--- src/rtl/jtframe_prog_pkg.sv ---
// Shared types for the ROM download packer: FIFO entry layout, write FSM states, byte-mask codes.
// Latency: n/a (types only).
// Backpressure: n/a.
package jtframe_prog_pkg;

    typedef struct packed {
        logic [1:0]  bank;
        logic [21:0] addr;
        logic [15:0] data;
        logic [1:0]  mask;
    } prog_entry_t;

    typedef enum logic [1:0] {
        IDLE,
        WRITE,
        GAP
    } wr_state_t;

    // Active-low byte enables, bit 0 is the low byte
    localparam logic [1:0] MASK_WORD = 2'b00;
    localparam logic [1:0] MASK_LO   = 2'b10;
    localparam logic [1:0] MASK_HI   = 2'b01;

endpackage

--- src/rtl/jtframe_prog_fifo.sv ---
// Small synchronous FIFO of SDRAM programming entries.
// Latency: a push is visible at head the cycle after it is written.
// Backpressure: push while full is ignored (caller flags it); pop while empty is ignored.
module jtframe_prog_fifo
    import jtframe_prog_pkg::*;
#(
    parameter int FIFO_AW = 2
) (
    input  logic        clk,
    input  logic        rst,
    input  logic        push,
    input  prog_entry_t push_dat,
    input  logic        pop,
    output prog_entry_t head,
    output logic        full,
    output logic        empty
);

    localparam int DEPTH = 1 << FIFO_AW;

    prog_entry_t          mem [DEPTH];
    logic [FIFO_AW-1:0]   wr_ptr;
    logic [FIFO_AW-1:0]   rd_ptr;
    logic [FIFO_AW:0]     cnt;
    logic                 push_ok;
    logic                 pop_ok;

    // Occupancy never exceeds DEPTH, so its top bit is set only when full
    assign full    = cnt[FIFO_AW];
    assign empty   = (cnt == '0);
    assign push_ok = push && !full;
    assign pop_ok  = pop && !empty;
    assign head    = mem[rd_ptr];

    always_ff @(posedge clk) begin
        if (push_ok) begin
            mem[wr_ptr] <= push_dat;
        end
    end

    always_ff @(posedge clk or posedge rst) begin
        if (rst) begin
            wr_ptr <= '0;
            rd_ptr <= '0;
            cnt    <= '0;
        end else begin
            if (push_ok) begin
                wr_ptr <= wr_ptr + 1'b1;
            end
            if (pop_ok) begin
                rd_ptr <= rd_ptr + 1'b1;
            end
            case ({push_ok, pop_ok})
                2'b10:   cnt <= cnt + 1'b1;
                2'b01:   cnt <= cnt - 1'b1;
                default: cnt <= cnt;
            endcase
        end
    end

endmodule

--- src/rtl/jtframe_prog_packer.sv ---
// Packs the byte-wide ioctl download stream into 16-bit banked SDRAM writes.
// Latency: odd byte strobe at N -> FIFO at N+1 -> prog_we at N+2 (idle, empty FIFO).
// Backpressure: prog_we held until prog_rdy; FIFO overflow drops the entry and sets dwnld_err.
module jtframe_prog_packer
    import jtframe_prog_pkg::*;
#(
    parameter logic [24:0] BA1_START = 25'h040_0000,
    parameter logic [24:0] BA2_START = 25'h080_0000,
    parameter logic [24:0] BA3_START = 25'h0C0_0000,
    parameter int          FIFO_AW   = 2
) (
    input  logic        clk_rom,
    input  logic        rst,
    input  logic        downloading,
    input  logic [24:0] ioctl_addr,
    input  logic [7:0]  ioctl_data,
    input  logic        ioctl_wr,
    output logic [21:0] prog_addr,
    output logic [15:0] prog_data,
    output logic [1:0]  prog_mask,
    output logic [1:0]  prog_bank,
    output logic        prog_we,
    output logic        prog_rd,
    input  logic        prog_rdy,
    output logic        dwnld_busy,
    output logic        dwnld_err
);

    logic [1:0]  bank;
    logic [22:0] bank_start;
    logic [22:0] offset;
    logic [21:0] word;
    logic        lane;

    logic        pend_vld;
    logic [1:0]  pend_bank;
    logic [21:0] pend_addr;
    logic [7:0]  pend_byte;
    logic        match;

    logic        hold_vld;
    prog_entry_t hold_ent;

    prog_entry_t lo_ent;
    prog_entry_t hi_ent;
    prog_entry_t word_ent;
    prog_entry_t push_ent;
    logic        push;
    logic        hold_set;
    logic        pend_load;
    logic        pend_clr;

    logic        dl_q;
    logic        dl_rise;
    logic        dl_fall;

    wr_state_t   state;
    prog_entry_t head;
    logic        fifo_full;
    logic        fifo_empty;
    logic        pop;

    assign prog_rd = 1'b0;
    assign dl_rise = downloading && !dl_q;
    assign dl_fall = !downloading && dl_q;

    always_comb begin
        bank       = 2'd0;
        bank_start = '0;
        if (ioctl_addr >= BA3_START) begin
            bank       = 2'd3;
            bank_start = BA3_START[22:0];
        end else if (ioctl_addr >= BA2_START) begin
            bank       = 2'd2;
            bank_start = BA2_START[22:0];
        end else if (ioctl_addr >= BA1_START) begin
            bank       = 2'd1;
            bank_start = BA1_START[22:0];
        end
    end

    // Bits above 22 of the offset never reach the word address, so the
    // subtraction is kept to the bits that matter
    assign offset = ioctl_addr[22:0] - bank_start;
    assign word   = offset[22:1];
    assign lane   = offset[0];
    assign match  = pend_vld && (pend_bank == bank) && (pend_addr == word);

    always_comb begin
        lo_ent      = '0;
        lo_ent.bank = pend_bank;
        lo_ent.addr = pend_addr;
        lo_ent.data = {8'h00, pend_byte};
        lo_ent.mask = MASK_LO;

        hi_ent      = '0;
        hi_ent.bank = bank;
        hi_ent.addr = word;
        hi_ent.data = {ioctl_data, 8'h00};
        hi_ent.mask = MASK_HI;

        word_ent      = '0;
        word_ent.bank = bank;
        word_ent.addr = word;
        word_ent.data = {ioctl_data, pend_byte};
        word_ent.mask = MASK_WORD;
    end

    // A deferred second push always wins; new strobes are at least 4 cycles apart
    always_comb begin
        push      = 1'b0;
        push_ent  = lo_ent;
        hold_set  = 1'b0;
        pend_load = 1'b0;
        pend_clr  = 1'b0;
        if (hold_vld) begin
            push     = 1'b1;
            push_ent = hold_ent;
        end else if (ioctl_wr) begin
            if (lane) begin
                pend_clr = 1'b1;
                push     = 1'b1;
                if (match) begin
                    push_ent = word_ent;
                end else if (pend_vld) begin
                    push_ent = lo_ent;
                    hold_set = 1'b1;
                end else begin
                    push_ent = hi_ent;
                end
            end else begin
                pend_load = 1'b1;
                push      = pend_vld;
                push_ent  = lo_ent;
            end
        end else if (dl_fall && pend_vld) begin
            push     = 1'b1;
            push_ent = lo_ent;
            pend_clr = 1'b1;
        end
    end

    always_ff @(posedge clk_rom or posedge rst) begin
        if (rst) begin
            pend_vld  <= 1'b0;
            pend_bank <= '0;
            pend_addr <= '0;
            pend_byte <= '0;
            hold_vld  <= 1'b0;
            hold_ent  <= '0;
        end else begin
            if (pend_load) begin
                pend_vld  <= 1'b1;
                pend_bank <= bank;
                pend_addr <= word;
                pend_byte <= ioctl_data;
            end else if (pend_clr) begin
                pend_vld  <= 1'b0;
            end
            hold_vld <= hold_set;
            if (hold_set) begin
                hold_ent <= hi_ent;
            end
        end
    end

    jtframe_prog_fifo #(
        .FIFO_AW (FIFO_AW)
    ) u_fifo (
        .clk      (clk_rom),
        .rst      (rst),
        .push     (push),
        .push_dat (push_ent),
        .pop      (pop),
        .head     (head),
        .full     (fifo_full),
        .empty    (fifo_empty)
    );

    assign pop = (state == WRITE) && prog_rdy;

    always_ff @(posedge clk_rom or posedge rst) begin
        if (rst) begin
            state     <= IDLE;
            prog_we   <= 1'b0;
            prog_addr <= '0;
            prog_data <= '0;
            prog_mask <= 2'b11;
            prog_bank <= '0;
        end else begin
            case (state)
                IDLE: begin
                    if (!fifo_empty) begin
                        prog_bank <= head.bank;
                        prog_addr <= head.addr;
                        prog_data <= head.data;
                        prog_mask <= head.mask;
                        prog_we   <= 1'b1;
                        state     <= WRITE;
                    end
                end
                WRITE: begin
                    if (prog_rdy) begin
                        prog_we <= 1'b0;
                        state   <= GAP;
                    end
                end
                GAP:     state <= IDLE;
                default: state <= IDLE;
            endcase
        end
    end

    always_ff @(posedge clk_rom or posedge rst) begin
        if (rst) begin
            dl_q       <= 1'b0;
            dwnld_busy <= 1'b0;
            dwnld_err  <= 1'b0;
        end else begin
            dl_q <= downloading;
            if (dl_rise) begin
                dwnld_err <= 1'b0;
            end else if (push && fifo_full) begin
                dwnld_err <= 1'b1;
            end
            if (dl_rise) begin
                dwnld_busy <= 1'b1;
            end else if (!downloading && !pend_vld && !hold_vld && fifo_empty && state == IDLE) begin
                dwnld_busy <= 1'b0;
            end
        end
    end

endmodule

--- config.mk ---
export PLATFORM = sky130hd
export DESIGN_NAME = jtframe_prog_packer
export DESIGN_NICKNAME = d
export VERILOG_FILES = /design/src/rtl/jtframe_prog_pkg.sv /design/src/rtl/jtframe_prog_fifo.sv /design/src/rtl/jtframe_prog_packer.sv
export SDC_FILE = /design/constraint.sdc
export NUM_CORES = 1
export LEC_CHECK = 0
export ABC_CLOCK_PERIOD_IN_PS = 6600
export BUFFER_PORTS_ARGS = -buffer_cell sky130_fd_sc_hd__buf_2
export CORE_ASPECT_RATIO = 0.8
export CORE_MARGIN = 4
export CORE_UTILIZATION = 47
export CTS_BUF_LIST = sky130_fd_sc_hd__clkbuf_16
export DETAILED_ROUTE_END_ITERATION = 7
export HOLD_SLACK_MARGIN = 0.03
export PLACE_DENSITY_LB_ADDON = 0.08
export SLEW_MARGIN = 10
export SYNTH_ARGS = -nofsm -noshare
export SYNTH_HDL_FRONTEND = slang
export SYNTH_SLANG_ARGS = --single-unit
--- constraint.sdc ---
create_clock -name clk_rom -period 6.6 [get_ports clk_rom]
set_clock_uncertainty 0.1 [all_clocks]
set_input_delay 0.66 -clock clk_rom [delete_from_list [all_inputs] [get_ports clk_rom]]
set_output_delay 0.66 -clock clk_rom [all_outputs]
set_load 0.005 [all_outputs]
---- After elaboration in Yosys (flattened, before gate mapping) ----
Memories as Yosys holds them, arrays and structs flattened. A register that Yosys moved wholly into a read port is not among the register bits.
Index checks and enable logic that the tools add are counted.
storage, ports and cells
  output and inout bits ................... 46
  register bits after elaboration ......... 80
  word-level logic and storage cells ...... 104
  memories ................................ 1
  bits in read-only memories .............. 0
  bits in latches ......................... 0
  bits in writable memories ............... 168
operators by class
  bitwise logic cells ..................... 1
  $mul .................................... 0
  shift-type cells ........................ 0
  muxes and demuxes ....................... 41
  add/sub/neg operators ................... 5
  $lt $le $gt $ge ......................... 3
  divide/modulo/power cells ............... 0
  equal/unequal tests ..................... 7
  reduce and logical (&&, ||, !) cells .... 29
memories
  name        depth  bits a word  read ports  clocked after memory_dff  wr ports  line                     text
  u_fifo.mem  4      42           1           1                         1         jtframe_prog_fifo.sv:21  prog_entry_t mem [DEPTH];
operators by type and width
  cell                    count
  $mux W42                5
  $mux W23                3
  $ge A25 B24 Y1 const B  2
  $mux W1                 26
  $ge A25 B23 Y1 const B  1
  $sub A23 B23 Y23        1
  $eq A22 B22 Y1          1
  $logic_and A1 B1 Y1     13
  $reduce_bool A2 Y1      5
  $mux W2                 4
  $logic_not A1 Y1        6
  $pmux W3 S2             1
  $add A2 B1 Y2 const B   2
  $eq A2 B1 Y1 const B    2
  $ne A2 B2 Y1 const B    2
  $pmux W2 S2             1
  $reduce_and A2 Y1       2
  $add A3 B1 Y3 const B   1
  $logic_not A3 Y1        1
  $reduce_and A3 Y1       1
  $sub A3 B1 Y3 const B   1
  $eq A2 B2 Y1            1
  $eq A2 B2 Y1 const B    1
  $logic_not A2 Y1        1
  2 further kinds         2

---- Depth between registers and ports, before layout ----
  depth in word-level cells ............... 11
  gate-level depth with buffers ........... 12

---- By module ----
A second synthesis with hierarchy kept.
unflattened totals
  cell total of the unflattened synthesis .. 724
  area, all modules ....................... 11852.6 µm²
by module, submodules not included
  module               instances  cells an instance  area an instance (µm²)
  jtframe_prog_fifo    1          259                6533.8
  jtframe_prog_packer  1          465                5318.9

---- Worst setup path before layout ----
No wires, ideal clock.
  kind .................................... in2reg
  from .................................... in downloading
  to ...................................... mem u_fifo.mem[0][0] (netlist bit) (enable)
  data arrival time ....................... 2.368 ns
  slack ................................... 3.729 ns
  setup time .............................. 0.403 ns
  stages on the path ...................... 6
  required time ........................... 6.097 ns
  path buffers ............................ 1
  cell sequence ........................... inv_1 a21oi_1 o21ai_0 nor2b_1 clkbuf_1 and2_1
on the way
  cells in the longest elaborated chain, start to end .. 9
RTL lines
  item                           line                        text
  from (decl)                    jtframe_prog_packer.sv:14   input logic downloading,
  $logic_not A1 Y1               jtframe_prog_packer.sv:65   assign dl_fall = !downloading && dl_q;
  $logic_and A1 B1 Y1            jtframe_prog_packer.sv:65
  $logic_and A1 B1 Y1            jtframe_prog_packer.sv:136  end else if (dl_fall && pend_vld) begin
  $mux W1                        jtframe_prog_packer.sv:136
  $mux W1                        jtframe_prog_packer.sv:119  end else if (ioctl_wr) begin
  $mux W1                        jtframe_prog_packer.sv:116  if (hold_vld) begin
  $logic_and A1 B1 Y1            jtframe_prog_fifo.sv:31     assign push_ok = push && !full;
  $mux W1                        jtframe_prog_fifo.sv:36     if (push_ok) begin
  $mux W1 (not written as such)  jtframe_prog_fifo.sv:37     mem[wr_ptr] <= push_dat;
  to (decl)                      jtframe_prog_fifo.sv:21
No other way between the ends.

==> impl_metrics.json <==
{
  "status": "finished clean",
  "final_hold_viol_count": 0,
  "track_usage_pct": 18.3,
  "cp_top_family": "compound AO/OA/AOI/OAI gates",
  "hold_path_class": "primary input to async pin",
  "h-tree-depth": 1,
  "worstPathCellList": "or4_1 -> o32ai_1 -> o311ai_2 -> o31a_1 -> a22oi_1 -> o21ai_0",
  "die_h_um": 149,
  "fin_nets": 874,
  "synth.largest_area_cell": "edfxtp_1",
  "drv_cap": 0,
  "clock_latency_ns": 0.54,
  "synth_top_area_share_pct": 43.3,
  "critPathMaxFanout": 24,
  "antenna_left": 0,
  "synth_area_um2": 11700,
  "synth_nets": 788,
  "timing.fmax_mhz": 308,
  "async_reset_ff_share_pct": 42.1,
  "ir_worst_vdd_uv": 223,
  "cts_setup_buffers": 0,
  "crit_end": "u_fifo.mem[3][33]",
  "yosys_warnings": 0,
  "cp.depth": 6,
  "required_ns": 6.67,
  "drc_errors": 0,
  "start_kind": "flip-flop",
  "cts_tree": "done",
  "finalSetupViolations": 0,
  "drt_wl_total_mm": 24.7,
  "reg2reg_to": "u_fifo.mem[3][33]",
  "regToRegSetupSlack_ns": 3.35,
  "routed-via-count": 6500,
  "drive_gt1_share_pct": 29.6,
  "worstMarginPinSlew_ns": 1.21,
  "fin_crit_ns": 3.25,
  "core_um2": 24400,
  "dp_worst_setup_slack_ns": 3.04,
  "drtIter0Drc": 442,
  "dpl.hpwl_mm": 14.9,
  "dieArea_um2": 27400,
  "area_growth_syn_to_layout_pct": 14.1,
  "worst_slack_ns": 3.35,
  "cts_sinks": 290,
  "wl_per_cell_um": 21.1,
  "num_rows": 51,
  "io_pins": 84,
  "grt_max_degree": 66,
  "crit_arrival_ns": 3.32,
  "leakage_nw": 5.20,
  "syn-instance-count": 744,
  "grt_overflow": 0,
  "p_per_area_nw_per_um2": 409,
  "synth_cell_types": 48,
  "crit_path_max_incr_delay_ns": 0.72,
  "n_antenna_cell": 0,
  "antenna_found_initial": 0,
  "cts_hold_buf": 0,
  "die_w_um": 184,
  "final_common_cell": "edfxtp_1",
  "gp_congestion": 0.804,
  "cts_resized": 0,
  "initial_core_util_pct": 47.8,
  "cp_slowest_cell": "o31a_1",
  "crit_type": "flip-flop to flip-flop",
  "portBuffers": 82,
  "r2r-start": "pend_addr[21]",
  "grt_pass1_wl_mm": 38.8,
  "grt_setup_unrepaired": "false",
  "synth_area_leaders": "edfxtp_1, dfrtp_1, mux4_2",
  "dr.pass1.iters": 5,
  "yosys_most_used_dff": "edfxtp_1",
  "drv_slew": 0,
  "worst-r2r-cell-count": 6,
  "relSlewSlack_pct": 19.3,
  "vias_per_cell": 5.56,
  "final.setup.tns_ns": 0,
  "ys_seq_area_share_pct": 69.5,
  "cts_root_buf": "clkbuf_16",
  "cts_buffers": 29,
  "final_cell_mix": "edfxtp_1, dfrtp_1, nand2_1",
  "post-route-period-util_pct": 49.3,
  "max-clock-path-buffers": 3,
  "avgSynthCellArea_um2": 15.7,
  "end_kind": "flip-flop",
  "synth_seq_cells": 290,
  "cp-startpoint": "pend_addr[21]",
  "crit_buf_inv": 0,
  "synth-edff-count": 168,
  "path_clk_slew_ns": 0.06,
  "grt_pass1_vias": 6677
}
[cells by family after synthesis]
logic type,Yosys count,share of synthesized area (%)
flip-flops,290,69.5
AND/OR/NAND/NOR,170,6.32
multiplexers,110,14.7
AO/OA/AOI/OAI,81,4.61
buffers and inverters,58,2.03
XOR/XNOR,28,2.10
adder cells (fa/ha/maj),6,0.709
other,1,0.0322
[stage by stage]
stage / power [mW] / area [µm²] / std cells / utilization, % / hold WS [ns]
2_1_floorplan: 3.50 / 11700 / 744 / - / 0.318
3_3_place_gp: 3.93 / 12400 / 1117 / 50.9 / 0.332
3_5_place_dp: 3.99 / 12400 / 1117 / 50.9 / 0.344
4_1_cts: 5.52 / 13300 / 1170 / 54.5 / 0.148
5_1_grt: 5.75 / 13300 / 1170 / 54.5 / 0.150
6_report: 5.43 / 13300 / 1170 / 54.5 / 0.157
[worst reg2reg max path, delay by kind of cell, from the launching register on]
family | cells | cell delay, ns
AND/OR/NAND/NOR | 1 | 0.55
AO/OA/AOI/OAI | 5 | 1.80
flip-flops | 1 | 0.45
[how the worst min path moves through the flow]
| stage | start | endpoint | slack (ns) | depth (start not counted) |
|---|---|---|---|---|
| after global placement | state[1] | state[0] | 0.33 | 1 |
| after detailed placement | state[1] | state[0] | 0.34 | 1 |
| after global routing | downloading | dl_q | 0.15 | 1 |
| after floorplan | state[1] | state[0] | 0.32 | 1 |
| final | rst | prog_data[1] | 0.16 | 2 |
| after CTS | downloading | dl_q | 0.15 | 1 |
[report_power, final]
group	switching [mW]	total, mW	leakage, nW	internal (mW)
combinational	0.656	1.36	1.75	0.701
clock	0.652	1.52	0.464	0.870
sequential	0.206	2.56	3.00	2.35
[registers in the layout, summed over array words and instances, names as in the netlist]
register and flops:
dl_q 1, state 2, prog_we 1, pend_addr 22, pend_bank 2, u_fifo.wr_ptr 2
prog_bank 2, prog_addr 22, dwnld_err 1, hold_vld 1, pend_vld 1, u_fifo.cnt 3
hold_ent 33, prog_mask 2, u_fifo.mem 168, dwnld_busy 1, pend_byte 8, u_fifo.rd_ptr 2
prog_data 16
[layer usage]
layer,part of all wire [%],wire (µm),track usage [%],vias to the layer above
li1,-,-,-,2920
met1,47,11500,27.3,3372
met2,47,11600,28.8,173
met3,4.7,1150,2.71,35
met4,2.0,491,4.18,0
met5,0,0,0,-
[cell usage after synthesis, types with 4 or more instances]
cell type / number
edfxtp_1: 168
dfrtp_1: 120
nand2_1: 117
mux2_2: 66
mux4_2: 42
o21ai_0: 37
clkbuf_1: 22
inv_1: 19
nor2_1: 18
a22oi_1: 16
xnor2_1: 16
xor2_1: 12
buf_2: 9
a22o_1: 8
and3_1: 8
and2_1: 6
buf_1: 6
a21oi_1: 5
ha_1: 5
a221oi_1: 4
nor3_1: 4
[layout make-up]
type,instances,area [µm²]
Timing Repair Buffer,94,500
Fill cell,2004,11100
Clock buffer,29,726
Inverter,19,73.8
Clock inverter,24,155
Tap cell,318,398
Sequential cell,290,8100
Multi-Input combinational cell,396,3330
Power figures use the tool's default switching activity.
